## src/rtl/pc_sequencer_pkg.sv

```systemverilog
// cpu_pkg: shared types, BHT init value and counter-update helper for the PC sequencer
package cpu_pkg;
   typedef enum logic [1:0] {BOOT, RUN, FLUSH} pcseq_state_t;
   typedef logic [1:0] bht_ctr_t;
   localparam bht_ctr_t BHT_INIT = 2'b01;
   function automatic bht_ctr_t bht_next(input bht_ctr_t c, input logic taken);
      return taken ? ((c == 2'b11) ? c : c + 2'd1) : ((c == 2'b00) ? c : c - 2'd1);
   endfunction
endpackage

```

## src/rtl/pc_sequencer_if.sv

```systemverilog
// pc_sequencer_if: issue-stage and commit-side signals of the PC sequencer
interface pc_sequencer_if;
   logic        queue_full;
   logic        mispredicted;
   logic [31:0] pc_update;
   logic        commit_valid;
   logic        commit_is_branch;
   logic [31:0] commit_pc;
   logic        commit_result;
   logic [31:0] pipe_pc;
   logic        pipe_taken;
   logic        fetch_valid;
   logic        flush;
   logic [31:0] branch_count;
   logic [31:0] mispredict_count;
   modport master (
      output queue_full, mispredicted, pc_update, commit_valid, commit_is_branch, commit_pc, commit_result,
      input  pipe_pc, pipe_taken, fetch_valid, flush, branch_count, mispredict_count
   );
   modport slave (
      input  queue_full, mispredicted, pc_update, commit_valid, commit_is_branch, commit_pc, commit_result,
      output pipe_pc, pipe_taken, fetch_valid, flush, branch_count, mispredict_count
   );
endinterface

```

## src/rtl/pc_sequencer_bht.sv

```systemverilog
// bht: 2-bit saturating branch history table, async read, sync update
module bht
   import cpu_pkg::*;
#(
   parameter int ENTRIES = 64
) (
   input  logic        clk,
   input  logic        reset,
   input  logic [31:0] rd_pc,
   output logic        rd_taken,
   input  logic        wr_en,
   input  logic [31:0] wr_pc,
   input  logic        wr_taken
);
   localparam int IW = $clog2(ENTRIES);
   bht_ctr_t ctr [ENTRIES];
   logic [IW-1:0] rd_idx, wr_idx;
   logic unused_pc_bits;
   assign rd_idx = rd_pc[IW+1:2];
   assign wr_idx = wr_pc[IW+1:2];
   assign unused_pc_bits = ^{rd_pc[31:IW+2], rd_pc[1:0], wr_pc[31:IW+2], wr_pc[1:0]};
   // Read sees the stored value, so a same-cycle update to this index shows next cycle
   assign rd_taken = ctr[rd_idx][1];
   always_ff @(posedge clk) begin
      if (reset) begin
         for (int i = 0; i < ENTRIES; i++) ctr[i] <= BHT_INIT;
      end else if (wr_en) begin
         ctr[wr_idx] <= bht_next(ctr[wr_idx], wr_taken);
      end
   end
endmodule

```

## src/rtl/pc_sequencer.sv

```systemverilog
// pc_sequencer: fetch PC owner with stall, mispredict redirect, timed flush and BHT prediction
module pc_sequencer
   import cpu_pkg::*;
#(
   parameter logic [31:0] RESET_PC     = 32'h0000_0000,
   parameter int          BHT_ENTRIES  = 64,
   parameter int          FLUSH_CYCLES = 2
) (
   input logic          clk,
   input logic          reset,
   pc_sequencer_if.slave sif
);
   localparam int CW = (FLUSH_CYCLES > 1) ? $clog2(FLUSH_CYCLES) : 1;
   pcseq_state_t state;
   logic [CW-1:0] flush_cnt;
   logic br_commit;
   assign br_commit = sif.commit_valid & sif.commit_is_branch;
   assign sif.fetch_valid = (state == RUN) & ~sif.queue_full & ~sif.mispredicted;
   bht #(.ENTRIES(BHT_ENTRIES)) u_bht (
      .clk      (clk),
      .reset    (reset),
      .rd_pc    (sif.pipe_pc),
      .rd_taken (sif.pipe_taken),
      .wr_en    (br_commit),
      .wr_pc    (sif.commit_pc),
      .wr_taken (sif.commit_result)
   );
   always_ff @(posedge clk) begin
      if (reset) begin
         state                <= BOOT;
         sif.pipe_pc          <= RESET_PC;
         sif.flush            <= 1'b0;
         flush_cnt            <= '0;
         sif.branch_count     <= '0;
         sif.mispredict_count <= '0;
      end else begin
         if (br_commit) sif.branch_count <= sif.branch_count + 32'd1;
         case (state)
            BOOT: state <= RUN;
            RUN: begin
               if (sif.mispredicted) begin
                  sif.pipe_pc          <= sif.pc_update;
                  state                <= FLUSH;
                  flush_cnt            <= CW'(FLUSH_CYCLES - 1);
                  sif.flush            <= 1'b1;
                  sif.mispredict_count <= sif.mispredict_count + 32'd1;
               end else if (!sif.queue_full) begin
                  sif.pipe_pc <= sif.pc_update;
               end
            end
            FLUSH: begin
               // flush drops together with the return to RUN, giving exactly FLUSH_CYCLES high cycles
               if (flush_cnt == '0) begin
                  state     <= RUN;
                  sif.flush <= 1'b0;
               end else begin
                  flush_cnt <= flush_cnt - 1'b1;
               end
            end
            default: state <= BOOT;
         endcase
      end
   end
endmodule

```

## src/flat_wrapper.sv

```systemverilog
// flat-port wrapper written by rule: the top's interface ports become plain ports
module pc_sequencer_flat import cpu_pkg::*;
#(
   parameter logic [31:0] RESET_PC     = 32'h0000_0000,
   parameter int          BHT_ENTRIES  = 64,
   parameter int          FLUSH_CYCLES = 2
)
  (clk, reset, sif_queue_full, sif_mispredicted, sif_pc_update, sif_commit_valid, sif_commit_is_branch, sif_commit_pc, sif_commit_result, sif_pipe_pc, sif_pipe_taken, sif_fetch_valid, sif_flush, sif_branch_count, sif_mispredict_count);
  pc_sequencer_if sif_i ();
  input logic clk;
  input logic reset;
  input wire logic [$bits(sif_i.queue_full)-1:0] sif_queue_full;
  input wire logic [$bits(sif_i.mispredicted)-1:0] sif_mispredicted;
  input wire logic [$bits(sif_i.pc_update)-1:0] sif_pc_update;
  input wire logic [$bits(sif_i.commit_valid)-1:0] sif_commit_valid;
  input wire logic [$bits(sif_i.commit_is_branch)-1:0] sif_commit_is_branch;
  input wire logic [$bits(sif_i.commit_pc)-1:0] sif_commit_pc;
  input wire logic [$bits(sif_i.commit_result)-1:0] sif_commit_result;
  output wire logic [$bits(sif_i.pipe_pc)-1:0] sif_pipe_pc;
  output wire logic [$bits(sif_i.pipe_taken)-1:0] sif_pipe_taken;
  output wire logic [$bits(sif_i.fetch_valid)-1:0] sif_fetch_valid;
  output wire logic [$bits(sif_i.flush)-1:0] sif_flush;
  output wire logic [$bits(sif_i.branch_count)-1:0] sif_branch_count;
  output wire logic [$bits(sif_i.mispredict_count)-1:0] sif_mispredict_count;
  assign sif_i.queue_full = sif_queue_full;
  assign sif_i.mispredicted = sif_mispredicted;
  assign sif_i.pc_update = sif_pc_update;
  assign sif_i.commit_valid = sif_commit_valid;
  assign sif_i.commit_is_branch = sif_commit_is_branch;
  assign sif_i.commit_pc = sif_commit_pc;
  assign sif_i.commit_result = sif_commit_result;
  assign sif_pipe_pc = sif_i.pipe_pc;
  assign sif_pipe_taken = sif_i.pipe_taken;
  assign sif_fetch_valid = sif_i.fetch_valid;
  assign sif_flush = sif_i.flush;
  assign sif_branch_count = sif_i.branch_count;
  assign sif_mispredict_count = sif_i.mispredict_count;
  pc_sequencer #(.RESET_PC(RESET_PC), .BHT_ENTRIES(BHT_ENTRIES), .FLUSH_CYCLES(FLUSH_CYCLES)) u_core (.clk(clk), .reset(reset), .sif(sif_i));
endmodule
```

## config.mk

```make
export PLATFORM = sky130hd
export DESIGN_NAME = pc_sequencer_flat
export DESIGN_NICKNAME = d
export VERILOG_FILES = /design/src/rtl/pc_sequencer_pkg.sv /design/src/rtl/pc_sequencer_if.sv /design/src/rtl/pc_sequencer_bht.sv /design/src/rtl/pc_sequencer.sv /design/src/flat_wrapper.sv
export SDC_FILE = /design/constraint.sdc
export NUM_CORES = 1
export LEC_CHECK = 0
export ABC_AREA = 1
export CAP_MARGIN = 10
export CORE_MARGIN = 2
export CORE_UTILIZATION = 25
export CTS_CLUSTER_SIZE = 40
export DETAILED_ROUTE_END_ITERATION = 12
export DONT_BUFFER_PORTS = 1
export PLACE_DENSITY = 0.39
export SETUP_SLACK_MARGIN = 0.15
export SYNTH_ARGS = -nofsm -noshare
export SYNTH_HDL_FRONTEND = slang
export SYNTH_HIERARCHICAL = 1
export SYNTH_SLANG_ARGS = --single-unit
```

## constraint.sdc

```tcl
create_clock -name clk -period 4.4 [get_ports clk]
set_input_delay 0.88 -clock clk [delete_from_list [all_inputs] [get_ports clk]]
set_output_delay 0.88 -clock clk [all_outputs]
set_load 0.02 [all_outputs]
```

# --- Word level (Yosys, flattened, before mapping) ---
# Memory sizes are Yosys's and may differ from the RTL's. A register that Yosys moved wholly into a read port is not among the register bits.
# Cells that the tools add are included.
word_totals:
  register_bits: 100
  ramBits: 128
  in_bits: 71
  output_inout_bits: 99
  wordCells: 55
  mem_count: 1
memory_table:
  columns: ["name", "depth", "width", "read_ports", "rd_ports_with_merged_regs", "wr", "line", "source"]
  rows:
  - ["u_core.u_bht.ctr", 64, 2, 2, 1, 64, "pc_sequencer_bht.sv:16", "bht_ctr_t ctr [ENTRIES];"]
op_classes:
  addsub: 5
  eq_ne: 6
  n_mux: 23
  bitwise: 5
  reduce_logical: 9
ops:
  columns: ["op", "n"]
  rows:
  - ["32-bit by 1-bit adder with 32-bit output (second input constant)", 2]
  - ["32-bit 2-to-1 mux", 2]
  - ["6-bit 2-to-1 mux", 3]
  - ["2-bit 2-to-1 mux", 6]
  - ["1-bit 2-to-1 mux", 9]
  - ["2-bit AND reduction", 4]
  - ["2-bit case mux with 3 select lines", 1]
  - ["2-bit equality test (second input constant)", 2]
  - ["2-bit zero test", 2]
  - ["2-bit inequality test (second input constant)", 2]
  - ["1-bit case mux with 2 select lines", 2]
  - ["1-bit AND", 3]
  - ["3-bit AND reduction", 1]
  - ["2-bit by 1-bit adder with 2-bit output (second input constant)", 1]
  - ["2-bit by 1-bit equality test with 1-bit output (second input constant)", 1]
  - ["2-bit by 1-bit inequality test with 1-bit output (second input constant)", 1]
  - ["1-bit NOT", 2]
  - ["2-bit nonzero test", 1]
  - ["2-bit OR reduction", 1]
  - ["2-bit by 1-bit subtractor with 2-bit output (second input constant)", 1]
  - ["1-bit subtractor (second input constant)", 1]

# --- Depth between registers and ports, before layout ---
# Gate-level depths: netlist (run 1).
logic_depth:
  word_depth: 6
  ltp_mapped: 18

# --- Cells and area by module ---
# Netlist (run 1), hierarchy kept.
modules_own_cells:
  columns: ["module", "n_inst", "cells_each", "area_per_inst_um2", "seq_area_each_um2"]
  rows:
  - ["bht", 1, 1013, 7614.8, 3843.7]
  - ["pc_sequencer", 1, 703, 4788.3, 2001.9]

# --- Worst setup path before layout (run 1) ---
# No wires, ideal clock.
synth_path:
  path_kind: "input -> register"
  from: "in sif_commit_pc[2]"
  to: "mem u_core/u_bht/ctr[21][0] (netlist bit), data pin"
  t_arrival_ns: 2.279
  required_time_ns: 4.134
  setup_slack_ns: 1.855
  cell_stages: 12
  path_buffers: 4
  path_cell_list: "buf_2 > buf_6 > buf_6 > o211ai_1 > nand2_1 > o21ai_1 > nand2_1 > nor2_1 > nand3b_2 > nand2_2 > buf_4 > nand3_1"
synth_lines:
  columns: ["element", "line", "source"]
  rows:
  - ["start: declaration", "flat_wrapper.sv:17", "input wire logic [$bits(sif_i.commit_pc)-1:0] sif_commit_pc;"]
  - ["end: declaration", "pc_sequencer_bht.sv:16", null]

==> impl_metrics.csv, run 1 <==
group,metric,value,unit
outcome,status,"completed",
worst_setup_path,crit_type,"flip-flop to output pin",
routing,wl,39700,um
worst_setup_path,crit_path_start_kind,"flip-flop",
routing,drt_iter0_drc,715,
synth,syn_inst,1716,
grt,grtUsageTotal,15.6,%
synth,synth.avg_cell_area,7.23,um^2
final_layout,num_antenna_cells,0,
routing,via_count,10743,
synth,yosysWarnings,6,
grt,grt_overflow,0,
timing,worstMarginPinSlew,0.912,ns
placed_design,dp_hpwl,25800,um
timing,setup_viol,0,
clock_tree,cts_resized,0,
floorplanning,core_area,49000,um^2
worst_setup_path,crit_arrival,2.71,ns
clock_tree,clk_pin_slew,0.06,ns
synth,synthTopCellsByArea,"edfxtp_1 (31%), dfxtp_1 (16%), nand2_1 (14%)",
timing,rsz0062_at_grt,"no",
timing,finClkSkew,0.0147,ns
routing,drcViolationCount,0,
clock_tree,clockBufferDepth,3,
synth,synth_common_cells,"nand2_1 (473), nor2_1 (276), inv_1 (227)",
timing,setup-tns-final,0,ns
clock_tree,numCtsBuffers,30,
timing,relSlewSlack,39.2,%
floorplanning,start_util,25.3,%
clock_tree,root_buffer,"clkbuf_16",
power,p_leak,5.40,nW
synth,yosysTopAreaCell,"edfxtp_1",
flow_run,max-cap-violations,0,
grt,antenna_found_initial,0,
worst_setup_path,crit_fanout,31,
synth,ys_async_sr_fraction,0,%
routing,antenna_left,0,
final_layout,syn_to_final_growth,12.9,%
timing,hold_viol_final,0,
floorplanning,die_w,227,um
clock_tree,clock-sinks,228,
synth,synth_top_area_share,31.0,%
synth,synth_flop_cell,"edfxtp_1",
clock_tree,cts_setup_buffers,0,
clock_tree,cts_tree,"built",
synth,syn_nets,1789,
worst_setup_path,end_kind,"output pin",
grt,grt_pass1_vias,10579,
timing,slew_viol_final,0,
timing,period_minus_slack,3.59,ns
routing,dr.pass1.iters,5,
synth,ys_ff_latch,228,
timing,post-route-period-util,81.7,%
clock_tree,cts_hold_buffers,0,
routing,routedWlPerCell,16.7,um
placed_design,place_congestion,0.792,
clock_tree,ctsHtreeMaxLevel,1,
power,power_density,386,nW/um^2
grt,grt_max_degree,78,
final_layout,layout-drive-gt1-share,6.53,%
floorplanning,ios,170,
floorplanning,die_y,227,um
synth,synth_cell_type_count,42,
placed_design,portBuffers,0,
floorplanning,rows,81,
floorplanning,die_area,51400,um^2
synth,syn_area,12400,um^2
placed_design,place_inst,2323,
grt,grt_pass1_wl,61800,um
final_layout,final_cells,2379,
final_layout,nets,1764,
timing,max_freq,278,MHz
worst_hold_path,hold_class,"input port to flip-flop",
worst_setup_path,crit_required,3.52,ns
power,peakVddDrop,0.000254,V
synth,seq_area_frac_synth,47.1,%
synth,yosysMostFrequentCell,"nand2_1",
clock_tree,worstSkewPairLatency,0.57,ns
routing,drt-vias-per-instance,4.52,
synth,synth_edf_count,128,
[final timing paths]
kind,startpoint,slack (ns),to,cells after the start
min reg2reg,u_core/flush_cnt$_SDFFE_PP0P_,0.49,u_core/flush_cnt$_SDFFE_PP0P_,2
min,reset,0.39,u_core/sif.flush$_SDFFE_PP0P_,1
max reg2reg,u_core/u_bht/ctr[42][1]$_SDFFCE_PN0P_,1.82,u_core/u_bht/ctr[8][0]$_SDFFCE_PN1P_,10
max,u_core/sif.pipe_pc[2]$_SDFFE_PP0P_,0.81,sif_pipe_taken,7
[state kept, by name, indices dropped and copies added (netlist names)]
name,cells
u_core/sif.branch_count,32
u_core/u_bht/ctr,128
u_core/flush_cnt,1
u_core/sif.pipe_pc,32
u_core/sif.mispredict_count,32
u_core/state,2
u_core/sif.flush,1
[layout by cell type, fill, tap and decap left out, drive strengths merged]
cell type,count
clkbuf,47
buf,20
dfxtp,100
o221ai,4
a21oi,75
o211ai,16
xnor2,1
nor3,16
bufinv,3
inv,231
o22ai,4
o21a,6
nand2,479
nor4,1
or2,6
xor2,5
ha,2
nand3b,2
nand3,150
edfxtp,128
a31oi,1
clkinv,6
nor2,298
and2,2
nor3b,2
nand4,12
o21ai,98
[final cells by class]
class                   instances  area, um^2
fillers                      5386       34900
flip-flops and latches        228        5850
multi-input cells            1180        5270
clock buffers                  47         893
inverters                     231         867
well taps                     664         831
repair buffers                 20         175
clock inverters                 9         126
[routing by layer]
metal  global-route usage (%)  up-vias  wire length, um
met5                        0        -                0
met4                     4.27        0              962
met3                     2.82       56             2200
met2                     27.2      248            19300
met1                     19.8     5002            17300
li1                         -     5437                -
[metrics by stage]
stage / hold WS [ns] / power [mW] / worst slack (ns) / utilization (%) / instance area [um^2]
finish: 0.387 / 5.40 / 0.806 / 28.6 / 14000
global route: 0.352 / 5.65 / 0.630 / 28.6 / 14000
CTS: 0.344 / 5.50 / 0.703 / 28.6 / 14000
detailed placement: 0.489 / 2.94 / 0.860 / 26.5 / 13000
global placement: 0.476 / 2.94 / 0.876 / 26.5 / 13000
floorplan: 0.462 / 2.79 / 1.85 / - / 12400
[kinds of logic after synthesis]
kind of cell             Yosys count  share of synthesized area, %
AO/OA/AOI/OAI                    204                          8.88
flip-flops                       228                          47.1
AND/OR/NAND/NOR                  968                          32.9
buffers and inverters            308                          10.5
XOR/XNOR                           6                         0.424
adder cells (fa/ha/maj)            2                         0.202
[report_power, final]
part           internal [mW]  switching (mW)  total (mW)
combinational          0.127           0.375       0.502
clock                   1.56           0.948        2.51
sequential              2.31          0.0846        2.39
total                   4.00            1.41        5.40
[worst max-delay path, cell delays in order (launching register included)]
cell      delay (ns)
dfxtp_2         0.75
buf_4           0.37
o21ai_0         0.12
o22ai_1         0.28
o211ai_1        0.17
nand3_1         0.13
nand3b_1        0.08
nand2_1         0.23
Note: power is estimated with default switching activity, not from simulation.
==> run 2: changes to the inputs <==
- clock period: 4.4 -> 3.7 ns (I/O delays scaled with it)
==> run 2 against run 1 <==
  * First-iteration DRC count is 3.8% lower
  * Core utilization increased by 0.19 points
  * Register-to-register slack got worse by 0.39 ns
  * Design area increased by 0.68%
  * Wire length up 1.1%
==> impl_metrics.csv, run 2 (synthesized netlist as in run 1, its figures left out) <==
group,metric,value,unit
final_layout,final_common_cell,"nand2_1",
timing,period_minus_slack,3.37,ns
placed_design,dp_hpwl,26600,um
routing,via_count,10870,
timing,slew_viol_final,0,
worst_hold_path,hold_class,"input port to flip-flop",
timing,setup_viol,0,
flow_run,max-cap-violations,0,
worst_setup_path,cp_num_buf_inv,1,
clock_tree,clk_pin_slew,0.06,ns
routing,antenna_left,0,
power,power_density,451,nW/um^2
worst_setup_path,worstPathCellList,"inv_1 -> o21ai_0 -> o221ai_1 -> o211ai_1 -> nand3_1 -> nand3b_1 -> nand2_1",
routing,dr.pass1.iters,5,
clock_tree,cts_resized,0,
routing,drcViolationCount,0,
grt,grt_overflow,0,
final_layout,layout-drive-gt1-share,6.84,%
timing,setup-tns-final,0,ns
grt,grt_max_degree,78,
power,peakVddDrop,0.000469,V
clock_tree,root_buffer,"clkbuf_16",
worst_setup_path,crit_path_start_kind,"flip-flop",
timing,hold_viol_final,0,
grt,antenna_found_initial,0,
floorplanning,start_util,25.3,%
power,p_leak,5.45,nW
worst_setup_path,critPathTopFamily,"flip-flops",
worst_setup_path,crit_required,2.96,ns
routing,routedWlPerCell,16.8,um
worst_setup_path,crit_slowest_cell,"dfxtp_1",
worst_setup_path,crit_type,"flip-flop to output pin",
clock_tree,clockBufferDepth,3,
routing,drt_iter0_drc,688,
final_layout,final_cell_mix,"nand2_1 (472), nor2_1 (276), inv_1 (225), nand3_1 (145), edfxtp_1 (128)",
final_layout,syn_to_final_growth,13.7,%
final_layout,largest_reg_flops,128,
final_layout,num_antenna_cells,0,
timing,rsz0062_at_grt,"no",
placed_design,place_congestion,0.798,
worst_setup_path,r2r_start,"u_core/u_bht/ctr[31][1]$_SDFFCE_PN0P_",
floorplanning,die_w,227,um
final_layout,regMostFlops,"u_core/u_bht/ctr",
clock_tree,cts_tree,"built",
grt,grt_pass1_wl,62500,um
outcome,status,"completed",
placed_design,portBuffers,0,
clock_tree,clock-sinks,228,
clock_tree,cts_setup_buffers,0,
timing,relSlewSlack,38.6,%
timing,post-route-period-util,91.0,%
timing,max_freq,297,MHz
timing,worstMarginPinSlew,0.920,ns
worst_setup_path,crit_start,"u_core/sif.pipe_pc[3]$_SDFFE_PP0P_",
floorplanning,die_area,51400,um^2
floorplanning,die_y,227,um
worst_setup_path,cpPeakStageDelay,0.71,ns
worst_setup_path,end_kind,"output pin",
timing,finClkSkew,0.0152,ns
worst_setup_path,crit_fanout,11,
floorplanning,core_area,49000,um^2
final_layout,fillers,5356,
final_layout,nets,1775,
grt,grtUsageTotal,15.8,%
clock_tree,numCtsBuffers,30,
grt,grt_pass1_vias,10707,
final_layout,seq_area,5850,um^2
routing,wl,40200,um
final_layout,utilization,28.8,%
worst_setup_path,crit_arrival,2.63,ns
floorplanning,ios,170,
worst_hold_path,worstHoldStart,"reset",
floorplanning,rows,81,
clock_tree,worstSkewPairLatency,0.57,ns
routing,drt-vias-per-instance,4.55,
clock_tree,ctsHtreeMaxLevel,1,
clock_tree,cts_hold_buffers,0,
final_layout,multi_input_area,5270,um^2
[run 2: routing by layer]
layer	part of all wire, %	vias up	GRT usage (%)
li1	-	5459	-
met1	45	5127	20.2
met2	48	235	27.6
met3	5.0	49	2.90
met4	2.1	0	3.76
met5	0	-	0
[run 2: worst paths after layout]
check,cells past startpoint,end,slack (ns)
worst min register to register,2,u_core/state[1]$_SDFFE_PP0P_,0.50
worst max-delay path,7,sif_pipe_taken,0.33
worst min-delay path,1,u_core/sif.mispredict_count[1]$_SDFFE_PP0P_,0.24
worst max register to register,12,u_core/u_bht/ctr[8][1]$_SDFFCE_PN0P_,1.43
[run 2: per-stage QoR]
| stage | worst slack [ns] | cell area, um^2 | hold WS (ns) | cells | total power [mW] |
|---|---|---|---|---|---|
| after floorplan | 1.29 | 12400 | 0.462 | 1716 | 3.32 |
| after global placement | 0.645 | 13100 | 0.478 | 2334 | 3.54 |
| after detailed placement | 0.659 | 13100 | 0.493 | 2334 | 3.54 |
| after CTS | 0.277 | 14100 | 0.206 | 2388 | 6.47 |
| after global routing | 0.186 | 14100 | 0.206 | 2388 | 6.64 |
| final | 0.332 | 14100 | 0.243 | 2388 | 6.36 |
[run 2: worst register-to-register path, cell delays in order, from the launching register on]
cell	delay, ns
edfxtp_1	0.41
or2_0	0.23
nand2_1	0.07
nand2_1	0.05
o21ai_1	0.22
nand2_1	0.10
nor2_2	0.15
nand2_1	0.08
nand2_2	0.09
nand2_1	0.09
nand2_4	0.20
buf_12	0.26
nor2_1	0.08
[run 2: layout make-up]
| class | instances | area share [%] |
|---|---|---|
| sequential | 228 | 41.5 |
| multi-input combinational | 1180 | 37.3 |
| tap | 664 | 5.89 |
| inverter | 231 | 6.15 |
| clock inverter | 8 | 0.621 |
| timing repair buffer | 31 | 2.27 |
| clock buffer | 46 | 6.26 |
[run 2: report_power, final]
group          internal [mW]  total [mW]  switching [mW]
sequential              2.74        2.84          0.0964
combinational          0.180       0.642           0.462
clock                   1.76        2.88            1.12
total                   4.68        6.36            1.68
==> variant 1 (config.mk and constraints of run 2) <==
`FLUSH_CYCLES` is set to 2 in 2 places; all go to 1.
--- a/src/rtl/pc_sequencer.sv
+++ b/src/rtl/pc_sequencer.sv
@@ -5,5 +5,5 @@
    parameter logic [31:0] RESET_PC     = 32'h0000_0000,
    parameter int          BHT_ENTRIES  = 64,
-   parameter int          FLUSH_CYCLES = 2
+   parameter int          FLUSH_CYCLES = 1
 ) (
    input logic          clk,
--- a/src/flat_wrapper.sv
+++ b/src/flat_wrapper.sv
@@ -4,5 +4,5 @@
    parameter logic [31:0] RESET_PC     = 32'h0000_0000,
    parameter int          BHT_ENTRIES  = 64,
-   parameter int          FLUSH_CYCLES = 2
+   parameter int          FLUSH_CYCLES = 1
 )
   (clk, reset, sif_queue_full, sif_mispredicted, sif_pc_update, sif_commit_valid, sif_commit_is_branch, sif_commit_pc, sif_commit_result, sif_pipe_pc, sif_pipe_taken, sif_fetch_valid, sif_flush, sif_branch_count, sif_mispredict_count);
Check against the original RTL: not equivalent (Yosys sat finds a counterexample within 4 cycles, from zero or initial values and one cycle with reset high).
==> variant 1 against run 2 <==
Setup slack improved by 0.023 ns. Total power down 1.8%. Hold slack got worse by 0.0023 ns. Sequential share of layout area increased by 0.59 points. Area after synthesis decreased by 0.92%. Design area shrank 1.7%. Count of clock-buffer cells in the layout fell by 7. Sequential cell count down 1. Register-to-register slack got worse by 0.06 ns. Wire length rose by 3.9%. Clock skew fell by 0.0026 ns. Synthesized cell count is 0.12% lower. Via count rose by 0.22%. Die area fell by 0.90%. Largest cell class unchanged. Largest power group is now registers.
==> variant 1: results (changes against run 2) <==
stage;metric;value;unit;change
drt;Initial DRC Count;922;;+34%
drt;Vias/cell;4.59;;+0.77%
setup_path;reg-to-reg endpoint;u_core/u_bht/ctr[62][1];;
synthesis;top post-synthesis cells by area;edfxtp_1 (31%), dfxtp_1 (16%), nand2_1 (15%);;
power_and_ir_drop;clock share of power;0.450;;-0.003
place;dpl cells;2324;;-0.43%
clock_tree;H-Tree Depth;1;;unchanged
outcome;status;completed;;
grt;largest net degree at the start of global routing;78;;unchanged
synthesis;syn nets;1787;;-0.11%
place;placed inst area;12900;um2;-1.6%
final_layout;final core utilization;0.284;;-0.00386
place;Place WS;0.504;ns;-0.155 ns
final_layout;share of layout cells above drive strength 1;0.0608;;-0.00763
min_path;Min-Delay Path Class;in2reg;;
setup_path;crit path to;sif_pipe_taken;;
grt;met1 usage;0.210;;+0.00794
timing;post-route setup slack;0.355;ns;+0.0232 ns
drt;Post-Route WL;41.8;mm;+3.9%
timing;Setup Skew;0.0126;ns;-0.00262 ns
synthesis;Cells after Synth;1714;;-0.12%
clock_tree;number of buffers created by CTS;29;;-3.3%
synthesis;Synth top cells by count;nand2_1 (479), nor2_1 (351), inv_1 (190);;
power_and_ir_drop;Final Power;0.00625;W;-1.8%
clock_tree;Reg clk slew, reported paths;0.06;ns;about the same
synthesis;Seq/Total Area, Yosys;0.474;;+0.00274
place;GP Congestion;0.787;;-1.4%
final_layout;max reg flops;128;;unchanged
place;DP HPWL;27.5;mm;+3.3%
grt;GRT met2 Usage;0.280;;+0.00418
timing;final hold slack;0.241;ns;-0.00230 ns
setup_path;CP arrival;2.61;ns;-0.02 ns
timing;worst slew pin tran;1.06;ns;+0.140 ns
grt;vias in the first global route;10300;;-3.8%
drt;DR WL/cell;17.6;um;+4.5%
min_path;Worst Hold Path EP;u_core/sif.mispredict_count[21];;
setup_path;Reg2Reg Depth;12;;unchanged
grt;Overall Global Routing Usage;0.163;;+0.00448
min_path;hold path start;reset;;
final_layout;Fill cells;5323;;-0.62%
setup_path;CP max FO;24;;+13
grt;met3 GRT Util;0.0276;;-0.00144
setup_path;critical path launch point;u_core/sif.pipe_pc[2];;
synthesis;EDFF count, synth;128;;unchanged
grt;initial antenna violation count;1;;+1
setup_path;crit-path max cell delay;0.48;ns;-0.23 ns
power_and_ir_drop;Peak VDD IR;0.402;mV;-14%
setup_path;CP delay by family, top;compound AO/OA/AOI/OAI gates;;
grt;first-pass GRT wire length;63.1;mm;+1.0%
power_and_ir_drop;reported net switching power;0.00171;W;+1.6%
power_and_ir_drop;Leak;5.22;nW;-4.2%
synthesis;Synth Flop Type;edfxtp_1;;
synthesis;Yosys warning count;6;;unchanged
setup_path;R2R Path Start;u_core/u_bht/ctr[36][1];;
clock_tree;post-CTS sizing;0;;unchanged
setup_path;Critical Path Slowest Stage Cell;clkinvlp_4;;
setup_path;r2r setup slk;1.37;ns;-0.06 ns
[variant 1: cell count changes after synthesis, moves of 8 or more]
cell / change
inv_1: -37
nor2_1: +75
o21ai_1: +8
clkbuf_1: +8
nand3_1: -10
a21oi_1: -38
[variant 1: cells by family after synthesis]
kind of cell	count (synthesis)	share of synthesized area
AOI/OAI and AO/OA	171	0.0766
xor gates and xnor gates	8	0.00570
adders and majority gates	2	0.00204
buffers and inverters	274	0.0945
DFF	227	0.474
and+or+nand+nor	1032	0.347
[variant 1: final cells by class]
class	instances	share of cell area
Inverter	197	0.0537
Multi-Input combinational cell	1213	0.383
Antenna cell	1	0.000181
Tap cell	664	0.0600
Clock inverter	11	0.00849
Timing Repair Buffer	23	0.0161
Sequential cell	227	0.421
Clock buffer	39	0.0580
[variant 1: routing by layer]
layer | up-vias | routed length, um
met1 | 5144 | 18500
met3 | 56 | 2320
met2 | 261 | 19900
met5 | - | 0
li1 | 5433 | -
met4 | 0 | 1010
==> variant 2 (config.mk and constraints of run 2) <==
Without the edit above. Reset style: asynchronous (`reset`), changed in 2 clocked blocks.
--- a/src/rtl/pc_sequencer_bht.sv
+++ b/src/rtl/pc_sequencer_bht.sv
@@ -22,5 +22,5 @@
    // Read sees the stored value, so a same-cycle update to this index shows next cycle
    assign rd_taken = ctr[rd_idx][1];
-   always_ff @(posedge clk) begin
+   always_ff @(posedge clk or posedge reset) begin
       if (reset) begin
          for (int i = 0; i < ENTRIES; i++) ctr[i] <= BHT_INIT;
--- a/src/rtl/pc_sequencer.sv
+++ b/src/rtl/pc_sequencer.sv
@@ -26,5 +26,5 @@
       .wr_taken (sif.commit_result)
    );
-   always_ff @(posedge clk) begin
+   always_ff @(posedge clk or posedge reset) begin
       if (reset) begin
          state                <= BOOT;
Behaviour: differs if reset is asserted again (counterexample within 4 cycles, from zero or initial values and one cycle with reset high); with reset held inactive, the same outputs for 4 cycles.
==> variant 2 against run 2 <==
Wire length is 7.5% higher. Die area is 1.8% higher. First-iteration DRC count rose by 4.1%. Register-to-register slack improved by 0.03 ns. Hold slack got worse by 0.11 ns. Area after synthesis up 1.8%. Non-clock buffer count decreased by 10. Design area grew 3.1%. Sequential cell count did not move. Global-route usage up 0.72 points. Via count increased by 2.6%. Setup slack better by 0.072 ns. Critical path type unchanged. Highest routed layer unchanged.
Power is not compared: it rests on default switching activity, and its combinational part moved more than twofold at a synthesized area within 25%.
==> variant 2: results (changes against run 2) <==
stage;metric;value;unit;change
outcome;status;completed;;
drt;Post-Route WL;43.2;mm;+7.5%
clock_tree;worst-skew pair later-pin latency;0.61;ns;+0.04 ns
synthesis;Synth cell types;33;;-21%
clock_tree;CTS Buffer Depth;3;;unchanged
final_layout;Top reg by flops;u_core/u_bht/ctr;;
power_and_ir_drop;Peak VDD IR;0.545;mV;
power_and_ir_drop;Leak;6.71;nW;
synthesis;top post-synthesis cells by area;dfrtp_1 (33%), nand2_1 (22%), dfstp_2 (13%);;
synthesis;Syn Area/Cell;7.15;um2;-1.0%
grt;largest net degree at the start of global routing;67;;-14%
place;placed inst area;13500;um2;+2.5%
place;DP HPWL;28.7;mm;+7.9%
clock_tree;number of buffers created by CTS;30;;unchanged
grt;first-pass GRT wire length;68.0;mm;+8.7%
final_layout;max reg flops;128;;unchanged
place;GP Congestion;0.830;;+4.0%
synthesis;Synth Flop Type;dfrtp_1;;
timing;worst slew pin tran;0.857;ns;-0.0636 ns
timing;Setup Skew;0.0536;ns;+0.0384 ns
place;dpl cells;2403;;+3.0%
die;die width;229;um;+0.87%
drt;Vias/cell;4.53;;-0.50%
min_path;Min-Delay Path Class;in2async;;
clock_tree;Reg clk slew, reported paths;0.06;ns;about the same
grt;vias in the first global route;11500;;+7.3%
drt;DR WL/cell;17.5;um;+4.2%
power_and_ir_drop;internal cell power;0.00535;W;
clock_tree;Root Buffer;clkbuf_16;;
grt;Overall Global Routing Usage;0.166;;+0.00722
grt;initial antenna violation count;1;;+1
clock_tree;number of setup buffers added after CTS;0;;unchanged
setup_path;CP max FO;25;;+14
synthesis;post-synthesis async set-or-reset flop share;1.00;;+1.00
setup_path;CP arrival;2.56;ns;-0.07 ns
synthesis;Yosys warning count;6;;unchanged
synthesis;Seq/Total Area, Yosys;0.458;;-0.0130
synthesis;Synth top cells by count;nand2_1 (738), nor2_1 (196), inv_1 (174);;
drt;drt pass-1 iters;5;;unchanged
final_layout;share of layout cells above drive strength 1;0.119;;+0.0507
final_layout;Layout Nets;1837;;+3.5%
final_layout;Fill cells;5509;;+2.9%
place;Port Buffers;0;;unchanged
clock_tree;H-Tree Depth;1;;unchanged
drt;Initial DRC Count;716;;+4.1%
## variant 2: path summary, 6_finish.rpt
kind / from / to / slack, ns / cells past startpoint
setup / recovery: u_core/sif.pipe_pc[2] / sif_pipe_taken / 0.40 / 9
hold / removal: reset / u_core/u_bht/ctr[15] / 0.14 / 1
setup reg to reg: u_core/u_bht/ctr[79] / u_core/u_bht/ctr[68] / 1.46 / 12
hold reg to reg: u_core/u_bht/ctr[126] / u_core/u_bht/ctr[126] / 0.46 / 2
max in group asynchronous: reset / u_core/sif.pipe_pc[4] / 2.32 / 3
min in group clk: sif_pc_update[14] / u_core/sif.pipe_pc[14] / 0.26 / 1
## variant 2: what timing repair did
item | CTS | global route
setup endpoints to repair | 0 | 1
gates resized for setup | 0 | 3
hold buffers | 1 | 0
endpoints found under the hold margin | 28 | 0
## variant 2: cells by family after synthesis
logic type                 Yosys count  share of synthesized area
AOI/OAI and AO/OA                   96                     0.0429
xor gates and xnor gates            26                     0.0180
adders and majority gates            2                    0.00198
buffers and inverters              232                     0.0742
DFF                                228                      0.458
muxes                               32                     0.0285
and+or+nand+nor                   1149                      0.376
## variant 2: power by group through the flow
| stage | clock network (W) | logic (W) | registers, W |
|---|---|---|---|
| 2_1_floorplan | 0 | 0.00120 | 0.00345 |
| 3_3_place_gp | 0 | 0.00161 | 0.00364 |
| 3_5_place_dp | 0 | 0.00163 | 0.00364 |
| 4_1_cts | 0.00319 | 0.00163 | 0.00360 |
| 5_1_grt | 0.00329 | 0.00181 | 0.00364 |
| 6_report | 0.00309 | 0.00161 | 0.00359 |
## variant 2: through the flow
step,hold slack [ns],setup slack (ns)
3_5_place_dp,0.457,0.530
2_1_floorplan,0.447,0.341
5_1_grt,0.149,0.205
6_report,0.138,0.403
3_3_place_gp,0.454,0.560
4_1_cts,0.110,0.218
## variant 2: layout make-up
class                      count  area, um2  area share
multi-input combinational   1305       5910       0.406
sequential                   228       5790       0.398
clock buffer                  42        876      0.0603
tap                          672        841      0.0578
inverter                     178        674      0.0464
timing repair buffer          21        264      0.0182
clock inverter                14        179      0.0123
antenna                        3       7.51    0.000516
## variant 2: critical path: stages, from the launching register on
cell	delay, ns
dfrtp_1	0.37
buf_4	0.22
inv_1	0.09
buf_6	0.25
o21ai_0	0.13
o221ai_1	0.19
o211ai_1	0.16
nand3_1	0.17
nand3_1	0.08
nand2_1	0.25
## variant 2: routing by layer
| layer | wire length [um] | up-vias | GRT usage |
|---|---|---|---|
| met5 | 0 | - | 0 |
| met4 | 1140 | 0 | 0.0435 |
| met3 | 2810 | 64 | 0.0378 |
| met2 | 19200 | 267 | 0.268 |
| met1 | 20000 | 5325 | 0.222 |
| li1 | - | 5499 | - |
